[config.mk]
export PLATFORM = sky130hd
export DESIGN_NAME = fetch_sequencer
export DESIGN_NICKNAME = d
export VERILOG_FILES = /design/src/rtl/fetch_sequencer.sv
export SDC_FILE = /design/constraint.sdc
export NUM_CORES = 1
export LEC_CHECK = 0
export BUFFER_PORTS_ARGS = -buffer_cell sky130_fd_sc_hd__buf_2
export CAP_MARGIN = 20
export CORE_MARGIN = 8
export CORE_UTILIZATION = 51
export CTS_CLUSTER_DIAMETER = 60
export CTS_CLUSTER_SIZE = 20
export DETAILED_ROUTE_END_ITERATION = 16
export GPL_ROUTABILITY_DRIVEN = 0
export PLACE_DENSITY = 0.75
export SLEW_MARGIN = 5
export SYNTH_ARGS = -nofsm -noshare
export SYNTH_HDL_FRONTEND = slang
export SYNTH_SLANG_ARGS = --single-unit
[constraint.sdc]
create_clock -name CLK -period 9.3 [get_ports CLK]
set_input_delay 0.93 -clock CLK [delete_from_list [all_inputs] [get_ports CLK]]
set_output_delay 0.93 -clock CLK [all_outputs]
set_load 0.005 [all_outputs]
[src/rtl/fetch_sequencer.sv]
// Multi-cycle fetch/commit controller owning the CPU program counter.
// Sequences IMEM request, busywait, decode presentation, DMEM stall and PC commit.
module fetch_sequencer #(
  parameter int unsigned              PC_WIDTH     = 32,
  parameter logic [PC_WIDTH-1:0]      RESET_PC     = '0,
  parameter int unsigned              IMEM_TIMEOUT = 15
) (
  input  logic                CLK,
  input  logic                RESET,
  output logic                IMEM_READ,
  input  logic                IMEM_BUSYWAIT,
  input  logic [PC_WIDTH-1:0] IMEM_INSTR,
  output logic [PC_WIDTH-1:0] PC,
  output logic [PC_WIDTH-1:0] INSTRUCTION,
  output logic                INSTR_VALID,
  input  logic                BRANCH,
  input  logic                JUMP,
  input  logic                ZERO,
  input  logic [7:0]          RD_OFFSET,
  input  logic                DMEM_BUSYWAIT,
  output logic                FAULT
);

  localparam int unsigned CW = $clog2(IMEM_TIMEOUT + 1);
  localparam logic [CW-1:0] CNT_LAST = CW'(IMEM_TIMEOUT - 1);

  typedef enum logic [2:0] {
    S_IDLE      = 3'd0,
    S_FETCH     = 3'd1,
    S_EXEC      = 3'd2,
    S_MEM_STALL = 3'd3,
    S_FAULT     = 3'd4
  } state_e;

  state_e                state_q, state_d;
  logic [PC_WIDTH-1:0]   pc_q, pc_d;
  logic [PC_WIDTH-1:0]   instr_q, instr_d;
  logic                  valid_q, valid_d;
  logic                  read_q, read_d;
  logic                  fault_q, fault_d;
  logic                  first_q, first_d;
  logic [CW-1:0]         cnt_q, cnt_d;

  logic [PC_WIDTH-1:0]   offset_ext;
  logic [PC_WIDTH-1:0]   pc_plus4;
  logic [PC_WIDTH-1:0]   next_pc;

  always_comb begin
    offset_ext = {{(PC_WIDTH-8){RD_OFFSET[7]}}, RD_OFFSET};
    pc_plus4   = pc_q + PC_WIDTH'(4);
    next_pc    = (JUMP || (BRANCH && ZERO)) ? pc_plus4 + (offset_ext << 2) : pc_plus4;
  end

  always_comb begin
    state_d = state_q;
    pc_d    = pc_q;
    instr_d = instr_q;
    valid_d = valid_q;
    read_d  = read_q;
    fault_d = fault_q;
    first_d = first_q;
    cnt_d   = cnt_q;
    case (state_q)
      S_IDLE: begin
        state_d = S_FETCH;
        read_d  = 1'b1;
        first_d = 1'b1;
        cnt_d   = '0;
      end
      S_FETCH: begin
        first_d = 1'b0;
        // busywait is not trusted on the first cycle, but a busy sample still counts toward timeout
        if (!first_q && !IMEM_BUSYWAIT) begin
          instr_d = IMEM_INSTR;
          valid_d = 1'b1;
          read_d  = 1'b0;
          state_d = S_EXEC;
        end else if (IMEM_BUSYWAIT) begin
          cnt_d = cnt_q + CW'(1);
          if (cnt_q == CNT_LAST) begin
            state_d = S_FAULT;
            fault_d = 1'b1;
            read_d  = 1'b0;
            valid_d = 1'b0;
          end
        end
      end
      S_EXEC, S_MEM_STALL: begin
        if (DMEM_BUSYWAIT) begin
          state_d = S_MEM_STALL;
        end else begin
          pc_d    = next_pc;
          valid_d = 1'b0;
          read_d  = 1'b1;
          cnt_d   = '0;
          first_d = 1'b1;
          state_d = S_FETCH;
        end
      end
      S_FAULT: begin
        fault_d = 1'b1;
        read_d  = 1'b0;
        valid_d = 1'b0;
      end
      default: state_d = S_IDLE;
    endcase
  end

  always_ff @(posedge CLK) begin
    if (!RESET) begin
      state_q <= S_IDLE;
      pc_q    <= RESET_PC;
      instr_q <= '0;
      valid_q <= 1'b0;
      read_q  <= 1'b0;
      fault_q <= 1'b0;
      first_q <= 1'b0;
      cnt_q   <= '0;
    end else begin
      state_q <= state_d;
      pc_q    <= pc_d;
      instr_q <= instr_d;
      valid_q <= valid_d;
      read_q  <= read_d;
      fault_q <= fault_d;
      first_q <= first_d;
      cnt_q   <= cnt_d;
    end
  end

  assign IMEM_READ   = read_q;
  assign PC          = pc_q;
  assign INSTRUCTION = instr_q;
  assign INSTR_VALID = valid_q;
  assign FAULT       = fault_q;

endmodule

==> results.md <==
- Time the final worst path needs with I/O delays and setup: around 4300 ps
- HPWL Detailed: 11,200 um
- Setup-failing EPs final: 0
- Number of buffers inserted during clock tree synthesis: 9
- Dpl cell area: 5980 sq um
- Number of pins exceeding their max-slew limit in the final report: 0
- Clk sinks: 73
- Via count of the first global-routing pass: approximately 5,400
- Antenna-violating nets left: 0
- Initial core utilization: between 50% and 60%
- Data arrival time of the worst path: ~4600 ps
- Slew at the pin closest to its max-slew limit: between 1000 and 1500 ps
- Tightest hold margin: about 460 ps
- Final setup TNS: 0 ps
- Number of levels the H-tree was split into: 3
- Post-synthesis register bit count: 73
- DR iter-0 viols: 451
- Total detailed-routing wirelength: 15,300 um
- Share of the clock period used by the worst path: ~46%
- Type of element launching the critical path: flop
- PD cells: 117 nW/um^2
- DRC violations left: 0
- Max transition margin: 29.0%
- Antenna diode instance count: 0
- Worst vdd rail ir drop: 84.2 uV
- Clock tree from TritonCTS: yes
- Skew-Pair Late Insertion Delay: 360 ps
- Worst Path Class, Setup: reg2reg
- Count of synthesis-stage warnings from yosys: 0
- Pin count of the biggest net entering global routing: 75
- Syn-to-layout area delta: 15.6%
- Postcts setup bufs: 0
- Syn Area/Cell: approximately 7.6 sq um
- Global-route wire length before repair: 25,300 um
- Die width: between 100 and 150 um
- Final hold violation count: 0
- DIE AREA: approximately 14,000 sq um
- Setup repair after global routing missed its margin: no
- Sequential fraction of the synthesis area: between 20% and 30%
- Floorplan die height: 118 um
- CTS Root Cell: sky130_fd_sc_hd__clkbuf_8
- Most frequent standard cell in the layout excluding fill and tap cells: sky130_fd_sc_hd__nand2_1
- Biggest fanout along the worst timing path: 7
- Leakage power: 2.84 nW
- Clock slew at the register clock pins of the worst setup and hold paths: 90 ps
- Worst Clk Skew: roughly 10 ps
- Outcome: completed
- Count of pins on the block boundary: about 110
- Cell area after synthesis: approximately 5400 sq um
- Critical path endpoint category: flop
- Hold_buf cts: 0
- Number of optimization iterations in the first detailed-route pass: 5
- Post-synth EDFFs: 0
- Number of buffers on the longest clock path: 2
- Core Box Area: 10,300 sq um
- Unique cell type count in the Yosys netlist: 64
- Row count: 37
- Hold/Removal Path Class: reg2reg
- Max-cap viol count: 0
- Ratio of cells with drive above 1 in the final layout: between 10% and 20%
- Final cell area excluding filler cells: just over 6000 sq um
- Number of instances resized during post-cts repair: 0
- Synthesized instance count: roughly 700
- Antenna violations before repair: 0
- Post-Place Setup Slack: a little over 5000 ps
- Most frequent cells in the layout: sky130_fd_sc_hd__nand2_1 (117), sky130_fd_sc_hd__buf_2 (111), sky130_fd_sc_hd__dfxtp_1 (73)
- Drt via density: between 5 and 6
- Mean routed wirelength per cell: roughly 16 um
- Count of buffers inserted at the top-level ports: 111
- Final global-route overflow total: 0
- Share of flip-flops with an asynchronous set or reset: 0%
- Routed vias: between 5,000 and 6,000
- Maximum achievable frequency: between 200 and 250 MHz
- Smallest setup slack after layout: between 4000 and 5000 ps
- Number of nets in the finished design: 880
- CP required: 9590 ps
- Most used flip-flop cell after synthesis: sky130_fd_sc_hd__dfxtp_1
- Global-route usage over all layers: between 20% and 30%
[cell usage after synthesis, types with 13 or more instances]
| master | number | area share [%] |
|---|---|---|
| sky130_fd_sc_hd__nand3_1 | 25 | 2.3 |
| sky130_fd_sc_hd__nand4_1 | 13 | 1.5 |
| sky130_fd_sc_hd__xor2_1 | 20 | 3.3 |
| sky130_fd_sc_hd__o21ai_0 | 44 | 4.1 |
| sky130_fd_sc_hd__nor2_1 | 39 | 2.7 |
| sky130_fd_sc_hd__inv_1 | 14 | 0.98 |
| sky130_fd_sc_hd__xnor2_1 | 27 | 4.4 |
| sky130_fd_sc_hd__a21oi_1 | 59 | 5.5 |
| sky130_fd_sc_hd__ha_1 | 39 | 9.1 |
| sky130_fd_sc_hd__a21boi_0 | 35 | 4.9 |
| sky130_fd_sc_hd__dfxtp_1 | 73 | 27 |
| sky130_fd_sc_hd__nor3_1 | 18 | 1.7 |
| sky130_fd_sc_hd__clkbuf_1 | 29 | 2.0 |
| sky130_fd_sc_hd__nand2_1 | 117 | 8.2 |
[metal layers]
metal	part of all wire [%]	track usage [%]	vias to the layer above
met4	1.6	7.67	0
met1	44	26.2	2538
met2	48	35.3	192
met3	6.5	5.05	26
met5	0	0	-
li1	-	-	2695
[registers in the layout, indices dropped and copies added (netlist names)]
register     flops
INSTR_VALID      1
first_q          1
FAULT            1
INSTRUCTION     32
IMEM_READ        1
PC              30
cnt_q            4
state_q          3
[critical path, stage by stage (launching register included)]
cell	delay, ps
sky130_fd_sc_hd__dfxtp_1	440
sky130_fd_sc_hd__nand3_1	190
sky130_fd_sc_hd__nor3_1	500
sky130_fd_sc_hd__nand4_1	240
sky130_fd_sc_hd__nor3_1	340
sky130_fd_sc_hd__nand2_1	170
sky130_fd_sc_hd__xnor2_1	170
sky130_fd_sc_hd__ha_1	400
sky130_fd_sc_hd__nand4_1	170
sky130_fd_sc_hd__or3_1	400
sky130_fd_sc_hd__nor3_1	240
sky130_fd_sc_hd__nor4_1	110
sky130_fd_sc_hd__or4_4	520
sky130_fd_sc_hd__a21oi_2	160
sky130_fd_sc_hd__mux2i_1	200
[cells by family after synthesis]
family	synth area share, %
compound gates	28.7
xor+xnor	7.69
fa+ha+maj	9.48
buf+inv	3.78
flops	27.3
mux	0.187
other cells	0.0700
simple gates	22.8
[report_power, final]
part / switching (mW) / total [mW] / leakage [nW] / internal [mW]
clock: 0.142 / 0.244 / 0.0888 / 0.102
combinational: 0.0844 / 0.144 / 2.16 / 0.0599
sequential: 0.0107 / 0.335 / 0.593 / 0.324
total: 0.237 / 0.724 / 2.84 / 0.486
[metrics by stage]
stage          utilization, %  instances  total power, mW
2_1_floorplan               -        704            0.436
3_3_place_gp             58.2        917            0.479
3_5_place_dp             58.2        917            0.483
4_1_cts                  60.0        933            0.727
5_1_grt                  60.3        934            0.761
6_report                 60.3        934            0.724
[final timing paths]
path / from / slack, ps / depth (start not counted) / to
min: INSTRUCTION[16] / 460 / 2 / INSTRUCTION[16]
min reg2reg: INSTRUCTION[16] / 460 / 2 / INSTRUCTION[16]
max: PC[12] / 4990 / 14 / PC[31]
max reg2reg: PC[12] / 4990 / 14 / PC[31]
[final cells by class]
type	count	area, sq um
clock buffers	9	124
clock inverters	7	61.3
fillers	947	4090
inverters	14	52.6
multi-input cells	580	3720
flip-flops and latches	73	1460
well taps	136	170
repair buffers	115	606
(Power assumes the default switching activity.)
